File: src/rtl/miner_host_ctrl.sv
// Host-side job controller for a mining core: streams the header, then runs
// nonces one at a time over the core network, tracking barriers and a watchdog.
module miner_host_ctrl #(
    parameter logic [9:0]  ID_P      = 10'd1,
    parameter logic [2:0]  OP_NULL_P = 3'd0,
    parameter logic [2:0]  OP_REG_P  = 3'd1,
    parameter logic [2:0]  OP_PC_P   = 3'd2,
    parameter logic [2:0]  OP_BAR_P  = 3'd3,
    parameter logic [31:0] TIMEOUT_P = 32'd1_000_000
) (
    input  logic        clk,
    input  logic        reset,
    input  logic        work_we_i,
    input  logic [3:0]  work_addr_i,
    input  logic [31:0] work_data_i,
    input  logic        start_i,
    input  logic [31:0] nonce_start_i,
    input  logic [31:0] nonce_limit_i,
    input  logic [2:0]  barrier_i,
    output logic [9:0]  pkt_id_o,
    output logic [2:0]  pkt_op_o,
    output logic [4:0]  pkt_reserved_o,
    output logic [31:0] pkt_data_o,
    output logic [9:0]  pkt_addr_o,
    output logic        busy_o,
    output logic        found_o,
    output logic        exhausted_o,
    output logic        timeout_o,
    output logic [31:0] found_nonce_o
);

    typedef enum logic [3:0] {
        S_IDLE, S_BAR, S_HDR, S_CMD, S_PC, S_REL, S_WAIT, S_SETTLE,
        S_NONCE, S_NCMD, S_FCMD, S_DONE, S_ERR
    } state_t;

    state_t      state, next;
    logic [31:0] header [0:10];
    logic [3:0]  word;
    logic [31:0] cnt;
    logic [31:0] nonce_r, limit_r;
    logic        found_flag;
    logic        nonce_run;
    logic        fin;

    logic        load_job, set_exh, set_to, inc_nonce, wait_exit, wait_found;
    logic        to_hit;

    assign to_hit = ({1'b0, cnt} + 33'd1) >= {1'b0, TIMEOUT_P};

    always_ff @(posedge clk or negedge reset) begin
        if (!reset) begin
            for (int unsigned i = 0; i < 11; i++) header[i] <= '0;
        end else if (work_we_i && work_addr_i <= 4'd10) begin
            header[work_addr_i] <= work_data_i;
        end
    end

    always_ff @(posedge clk or negedge reset) begin
        if (!reset) state <= S_IDLE;
        else        state <= next;
    end

    always_comb begin
        next       = state;
        load_job   = 1'b0;
        set_exh    = 1'b0;
        set_to     = 1'b0;
        inc_nonce  = 1'b0;
        wait_exit  = 1'b0;
        wait_found = 1'b0;
        case (state)
            S_IDLE, S_DONE, S_ERR: begin
                if (start_i) begin
                    next     = S_BAR;
                    load_job = 1'b1;
                end
            end
            S_BAR:   next = S_HDR;
            S_HDR:   if (word == 4'd10) next = S_CMD;
            S_CMD:   next = S_PC;
            S_PC:    next = S_REL;
            S_REL:   next = fin ? S_DONE : S_WAIT;
            S_WAIT: begin
                // The core's barrier input is registered; the first two readings are stale.
                if (cnt >= 32'd2 && (barrier_i == 3'b000 || barrier_i == 3'b001)) begin
                    next       = S_SETTLE;
                    wait_exit  = 1'b1;
                    wait_found = (barrier_i == 3'b001);
                end else if (to_hit) begin
                    next   = S_ERR;
                    set_to = 1'b1;
                end
            end
            S_SETTLE: begin
                if (cnt == 32'd1) begin
                    if (found_flag) begin
                        next = S_FCMD;
                    end else if (!nonce_run) begin
                        next = S_NONCE;
                    end else if (nonce_r == limit_r) begin
                        next    = S_DONE;
                        set_exh = 1'b1;
                    end else begin
                        next      = S_NONCE;
                        inc_nonce = 1'b1;
                    end
                end
            end
            S_NONCE: next = S_NCMD;
            S_NCMD:  next = S_PC;
            S_FCMD:  next = S_PC;
            default: next = S_IDLE;
        endcase
    end

    always_ff @(posedge clk or negedge reset) begin
        if (!reset) begin
            word          <= '0;
            cnt           <= '0;
            nonce_r       <= '0;
            limit_r       <= '0;
            found_flag    <= 1'b0;
            nonce_run     <= 1'b0;
            fin           <= 1'b0;
            found_o       <= 1'b0;
            exhausted_o   <= 1'b0;
            timeout_o     <= 1'b0;
            found_nonce_o <= '0;
        end else begin
            if (load_job) begin
                nonce_r     <= nonce_start_i;
                limit_r     <= nonce_limit_i;
                found_flag  <= 1'b0;
                fin         <= 1'b0;
                found_o     <= 1'b0;
                exhausted_o <= 1'b0;
                timeout_o   <= 1'b0;
            end
            if (state == S_BAR) word <= '0;
            else if (state == S_HDR) word <= word + 4'd1;

            if (state == S_REL || wait_exit) cnt <= '0;
            else if (state == S_WAIT || state == S_SETTLE) cnt <= cnt + 32'd1;

            if (wait_exit) found_flag <= wait_found;
            if (state == S_CMD)  nonce_run <= 1'b0;
            if (state == S_NCMD) nonce_run <= 1'b1;
            if (inc_nonce) nonce_r <= nonce_r + 32'd1;
            if (state == S_FCMD) begin
                fin           <= 1'b1;
                found_o       <= 1'b1;
                found_nonce_o <= nonce_r;
            end
            if (set_exh) exhausted_o <= 1'b1;
            if (set_to)  timeout_o   <= 1'b1;
        end
    end

    always_comb begin
        pkt_id_o       = ID_P;
        pkt_reserved_o = '0;
        pkt_op_o       = OP_NULL_P;
        pkt_data_o     = 32'hFFFF_FFFE;
        pkt_addr_o     = 10'd24;
        case (state)
            S_BAR: begin
                pkt_op_o   = OP_BAR_P;
                pkt_data_o = 32'd7;
                pkt_addr_o = 10'd24;
            end
            S_HDR: begin
                pkt_op_o   = OP_REG_P;
                pkt_data_o = header[word];
                pkt_addr_o = {6'd0, word} + 10'd1;
            end
            S_CMD: begin
                pkt_op_o   = OP_REG_P;
                pkt_data_o = 32'd1;
                pkt_addr_o = 10'd20;
            end
            S_PC: begin
                pkt_op_o   = OP_PC_P;
                pkt_data_o = 32'd2;
                pkt_addr_o = 10'd0;
            end
            S_NONCE: begin
                pkt_op_o   = OP_REG_P;
                pkt_data_o = nonce_r;
                pkt_addr_o = 10'd1;
            end
            S_NCMD: begin
                pkt_op_o   = OP_REG_P;
                pkt_data_o = 32'd2;
                pkt_addr_o = 10'd20;
            end
            S_FCMD: begin
                pkt_op_o   = OP_REG_P;
                pkt_data_o = 32'd3;
                pkt_addr_o = 10'd20;
            end
            default: ;
        endcase
    end

    assign busy_o = !(state == S_IDLE || state == S_DONE || state == S_ERR);

endmodule

File: config.mk
export PLATFORM = sky130hd
export DESIGN_NAME = miner_host_ctrl
export DESIGN_NICKNAME = d
export VERILOG_FILES = /design/src/rtl/miner_host_ctrl.sv
export SDC_FILE = /design/constraint.sdc
export NUM_CORES = 1
export LEC_CHECK = 0
export CAP_MARGIN = 20
export CORE_MARGIN = 3
export CORE_UTILIZATION = 60
export DETAILED_ROUTE_END_ITERATION = 10
export PLACE_DENSITY = 0.82
export SKIP_CTS_REPAIR_TIMING = 1
export SYNTH_ARGS = -nofsm -noshare
export SYNTH_HDL_FRONTEND = slang
export SYNTH_SLANG_ARGS = --single-unit
File: constraint.sdc
create_clock -name clk -period 9.2 [get_ports clk]
set_clock_uncertainty 0.15 [all_clocks]
set_input_delay 1.84 -clock clk [delete_from_list [all_inputs] [get_ports clk]]
set_output_delay 1.84 -clock clk [all_outputs]
set_load 0.03 [all_outputs]
==> impl_metrics.yaml, run 1 <==
outcome:
  status: "finished clean"
synth:
  ys_warn_count: 0
  synth_seq_cells: 493
  ys_types: 76
  synth-edff-count: 0
  netlist_instances: 2047
  syn_area_per_cell_um2: 11.91
  ys.flop_type: "dfrtp_1"
  syn-cell-area_um2: 24370
  async_flop_share: 1.000
  ys_seq_area_frac: 0.5062
detailed_routing:
  vias_per_cell: 6.501
  drt_iter0_drc: 1761
  finalWirelength_mm: 65.57
  via_count: 17400
  drt_pre_antenna_iters: 5
  ant_nets: 0
  drc_errors: 0
  wl_per_cell_um: 24.50
worst_setup_path:
  arrival_ns: 4.49
  r2r_cells: 8
  path_class: "reg2out"
  critPathLaunchType: "flip-flop"
  crit_fanout: 57
  cp.required_ns: 7.21
  end_kind: "primary output"
pwr:
  ir_drop_mv: 0.2213
  powerDensity_nw_per_um2: 318.4
  finalPower_mw: 8.921
  leakage_nw: 11.77
sta:
  fin_crit_sh: 0.7040
  tns_ns: 0
  timing.slew.headroom: 0.2362
  slew_viol_final: 0
  rsz0062_at_grt: "false"
  setup_violations: 0
  min_period_ns: 6.477
  tightestPinTransition_ns: 1.137
  hold_viol: 0
  max_freq_ghz: 0.1544
clocking:
  path_clk_slew_ns: 0.06
  clockBufferDepth: 3
  numCtsBuffers: 50
  cts.sinks: 493
  clk_latency_ns: 0.60
  htree_levels: 2
  cts-root-buf: "clkbuf_16"
  cts_tree: "built"
cells_and_area:
  area_delta_synth_final_pct: 14.95
  drive_gt1_frac: 0.2792
  design.final.nets: 2225
  final_common_cell: "dfrtp_1"
  final_cell_mix: "dfrtp_1 (490), mux2_2 (387), nand2_1 (188), clkdlybuf4s50_1 (180), nor2_1 (91)"
global_routing:
  grt_pass1_wl_mm: 103.3
  antenna_found_initial: 4
  grt_max_degree: 185
  grt_overflow: 0
  grt_usage: 0.3033
  grt_pass1_vias: 17650
place:
  dp_hpwl_mm: 40.47
  globalplace.congestion: 0.9086
  portBuffers: 181
floorplan:
  core_area_um2: 39910
  dieHeight_um: 207.5
  start_util: 0.6106
  io_pins: 203
  design.die.area_um2: 43070
  rows: 73
  fp.dieW_um: 207.5
worst_hold_path:
  min_path_type: "reg2reg"
  hold_path_depth: 2
job:
  cap_violations: 0
==> cell usage after synthesis (6+ instances only) <==
cell type | n | share of area
a21o_1 | 7 | 0.0022
nand2_1 | 188 | 0.029
nand2b_1 | 16 | 0.0041
o21ai_0 | 68 | 0.014
ha_1 | 6 | 0.0031
nor3_1 | 22 | 0.0045
a31oi_1 | 12 | 0.0031
o31ai_1 | 12 | 0.0037
nor2_1 | 100 | 0.015
and3_1 | 16 | 0.0041
mux4_2 | 64 | 0.059
inv_1 | 15 | 0.0023
o22ai_1 | 36 | 0.0092
o211ai_1 | 7 | 0.0022
xor2_1 | 34 | 0.012
dfrtp_1 | 493 | 0.51
buf_1 | 38 | 0.0059
nor4_1 | 18 | 0.0046
xnor2_1 | 6 | 0.0022
nand4_1 | 18 | 0.0046
o41ai_1 | 6 | 0.0022
buf_4 | 22 | 0.0068
a221o_1 | 36 | 0.015
a21oi_1 | 66 | 0.014
mux2_2 | 387 | 0.18
nand3_1 | 35 | 0.0072
mux2i_1 | 70 | 0.029
clkbuf_1 | 152 | 0.023
==> state kept, by name, indices dropped and copies added (netlist names) <==
name	flops
header	352
cnt	32
found_nonce_o	32
limit_r	32
nonce_r	32
state	4
word	4
exhausted_o	1
fin	1
found_flag	1
nonce_run	1
timeout_o	1
==> cell type report <==
class | instances | area, µm²
clock buffers | 71 | 1461
flip-flops and latches | 493 | 12350
inverters | 16 | 60.06
repair buffers | 209 | 2052
diodes | 2 | 5.005
fillers | 2577 | 11900
clock inverters | 18 | 202.7
multi-input cells | 1342 | 11230
well taps | 525 | 656.9
==> stage by stage <==
stage / std cells / hold slack (ns) / setup WS, ns / cell area (µm²) / util
3_5_place_dp: 2585 / 0.3343 / 3.336 / 26350 / 0.6601
5_1_grt: 2675 / 0.3629 / 2.466 / 28010 / 0.7019
4_1_cts: 2674 / 0.3478 / 2.660 / 28010 / 0.7018
6_report: 2676 / 0.3465 / 2.723 / 28020 / 0.7019
3_3_place_gp: 2585 / 0.3257 / 3.371 / 26350 / 0.6601
2_1_floorplan: 2066 / 0.3152 / 4.344 / 24440 / -
==> power breakdown <==
group | switching [mW] | total (mW) | internal [mW]
registers | 0.621 | 3.37 | 2.75
clock network | 0.854 | 2.07 | 1.21
logic | 1.89 | 3.48 | 1.59
total | 3.36 | 8.92 | 5.56
==> critical path, stage by stage, from the launching register on <==
cell,delay [ns]
dfrtp_4,1.04
buf_4,0.79
mux4_2,0.60
mux2i_1,0.20
o22ai_1,0.22
a221o_1,0.39
clkdlybuf4s50_1,0.60
==> cells by family (layout without fill, tap and decap cells) <==
| logic type | after synthesis | in the layout | synth area share |
|---|---|---|---|
| flops | 493 | 493 | 0.5062 |
| fa+ha+maj | 6 | 6 | 0.003080 |
| simple gates | 455 | 455 | 0.08748 |
| compound gates | 298 | 298 | 0.08204 |
| other cells | 2 | 23 | 0.0003081 |
| mux | 522 | 522 | 0.2672 |
| buf+inv | 231 | 314 | 0.03938 |
| xor+xnor | 40 | 40 | 0.01437 |
==> per-layer routing <==
metal	share of wire	up-vias	track usage
met3	0.089	112	0.05939
met2	0.46	870	0.4652
met4	0.028	4	0.1044
met1	0.42	8896	0.4396
li1	-	7515	-
met5	0.00041	-	0
==> final timing paths <==
kind | startpoint | to | slack (ns)
setup / recovery | word[0] | pkt_data_o[25] | 2.72
hold / removal | limit_r[0] | limit_r[0] | 0.35
setup reg to reg | cnt[30] | nonce_r[2] | 5.23
hold reg to reg | limit_r[0] | limit_r[0] | 0.35
max in group asynchronous | reset | header[281] | 6.44
min in group asynchronous | reset | found_nonce_o[1] | 1.05
Power figures use the tool's default switching activity.
==> inputs of run 2 (changes only) <==
--- a/config.mk
+++ b/config.mk
@@ -7,9 +7,9 @@
 export LEC_CHECK = 0
 export CAP_MARGIN = 20
 export CORE_MARGIN = 3
-export CORE_UTILIZATION = 60
+export CORE_UTILIZATION = 59
 export DETAILED_ROUTE_END_ITERATION = 10
-export PLACE_DENSITY = 0.82
+export PLACE_DENSITY = 0.81
 export SKIP_CTS_REPAIR_TIMING = 1
 export SYNTH_ARGS = -nofsm -noshare
 export SYNTH_HDL_FRONTEND = slang
==> constraint.sdc (replaced) <==
create_clock -name clk -period 6.2 [get_ports clk]
set_clock_uncertainty 0.15 [all_clocks]
set_input_delay 1.24 -clock clk [delete_from_list [all_inputs] [get_ports clk]]
set_output_delay 1.24 -clock clk [all_outputs]
set_load 0.03 [all_outputs]
==> run 2 against run 1 <==
Sequential share of layout area is 0.22 points lower. Largest power group unchanged. Non-clock buffer count is 7 higher. Hold slack worse by 0.0076 ns.
==> impl_metrics.yaml, run 2 (synthesis gave the netlist of run 1 again) <==
cells_and_area:
  instances_no_fill: 2685
  largest_reg_flops: 352
  fin_area_um2: 28160
  fill_cells: 2703
  area_delta_synth_final_pct: 15.54
  final_cell_mix: "dfrtp_1 (490), mux2_2 (387), nand2_1 (188), clkdlybuf4s50_1 (180), nor2_1 (91)"
  multi_input_comb_area_um2: 11230
  regMostFlops: "header"
  final_common_cell: "dfrtp_1"
  design.final.nets: 2232
  final-seq-area_um2: 12350
  drive_gt1_frac: 0.2814
place:
  post-place-ws_ns: 1.444
  globalplace.congestion: 0.9406
  portBuffers: 181
  place_area_um2: 26430
  dp.cells: 2591
  dp_hpwl_mm: 41.79
global_routing:
  grt_pass1_vias: 17500
  grt_overflow: 0
  grt_usage: 0.2956
  grt_pass1_wl_mm: 102.0
  grt_max_degree: 152
  antenna_found_initial: 3
sta:
  whs_ns: 0.3389
  fin_crit_sh: 0.8653
  layout_setup_ws_ns: 0.8350
  slew_viol_final: 0
  max_freq_ghz: 0.1864
  rsz0062_at_grt: "false"
  min_period_ns: 5.365
  tightestPinTransition_ns: 1.119
  timing.slew.headroom: 0.2522
  hold_viol: 0
  setup_violations: 0
  tns_ns: 0
floorplan:
  rows: 73
  dieHeight_um: 209.2
  design.die.area_um2: 43780
  start_util: 0.6051
  core_area_um2: 40280
  io_pins: 203
  fp.dieW_um: 209.2
clocking:
  cts_tree: "built"
  cts-root-buf: "clkbuf_16"
  htree_levels: 2
  numCtsBuffers: 50
  cts.sinks: 493
  path_clk_slew_ns: 0.06
  clk_latency_ns: 0.60
  clockBufferDepth: 3
detailed_routing:
  drt_pre_antenna_iters: 6
  vias_per_cell: 6.472
  via_count: 17380
  ant_nets: 0
  wl_per_cell_um: 24.32
  drc_errors: 0
  finalWirelength_mm: 65.31
  drt_iter0_drc: 1877
worst_setup_path:
  path_class: "reg2out"
  cp.required_ns: 4.81
  end_kind: "primary output"
  critPathLaunchType: "flip-flop"
  arrival_ns: 3.97
  crit_fanout: 38
pwr:
  leakage_nw: 11.82
  ir_drop_mv: 0.2256
  powerDensity_nw_per_um2: 475.7
outcome:
  status: "finished clean"
job:
  cap_violations: 0
worst_hold_path:
  min_path_type: "reg2reg"
-- run 2: worst paths after layout --
path	startpoint	slack, ns	cells after the start	to
min in group asynchronous	reset	0.51	1	found_nonce_o[31]
hold reg to reg	exhausted_o	0.34	2	exhausted_o
setup reg to reg	cnt[30]	2.51	9	nonce_r[22]
setup / recovery	word[0]	0.84	6	pkt_data_o[18]
hold / removal	exhausted_o	0.34	2	exhausted_o
max in group asynchronous	reset	3.92	2	header[269]
-- run 2: per-layer routing --
| layer | track usage | share of wire | up-vias |
|---|---|---|---|
| li1 | - | - | 7536 |
| met1 | 0.4309 | 0.42 | 8890 |
| met2 | 0.4564 | 0.46 | 820 |
| met3 | 0.05540 | 0.086 | 128 |
| met4 | 0.09076 | 0.027 | 2 |
| met5 | 0 | 0.00015 | - |
-- run 2: layout make-up --
| class | count | share of cell area |
|---|---|---|
| flip-flops and latches | 493 | 0.4384 |
| clock inverters | 19 | 0.009198 |
| multi-input cells | 1342 | 0.3987 |
| clock buffers | 71 | 0.05114 |
| well taps | 525 | 0.02333 |
| inverters | 16 | 0.002133 |
| diodes | 3 | 0.0002666 |
| repair buffers | 216 | 0.07678 |
-- run 2: critical path, cell delays in order (launching register included) --
cell,delay [ns]
dfrtp_4,0.88
buf_4,0.35
mux4_2,0.54
mux2i_1,0.28
o22ai_1,0.29
a221o_1,0.39
clkdlybuf4s50_1,0.61
-- run 2: per-stage QoR --
stage / util / power, mW
2_1_floorplan: - / 8.252
3_3_place_gp: 0.6560 / 10.00
3_5_place_dp: 0.6560 / 10.20
4_1_cts: 0.6982 / 13.34
5_1_grt: 0.6990 / 13.96
6_report: 0.6991 / 13.39
-- run 2: where the power goes --
group	total [mW]	internal, mW	leakage (nW)	switching [mW]
sequential	4.99	4.08	6.11	0.912
combinational	5.30	2.42	4.89	2.88
clock	3.10	1.79	0.817	1.31
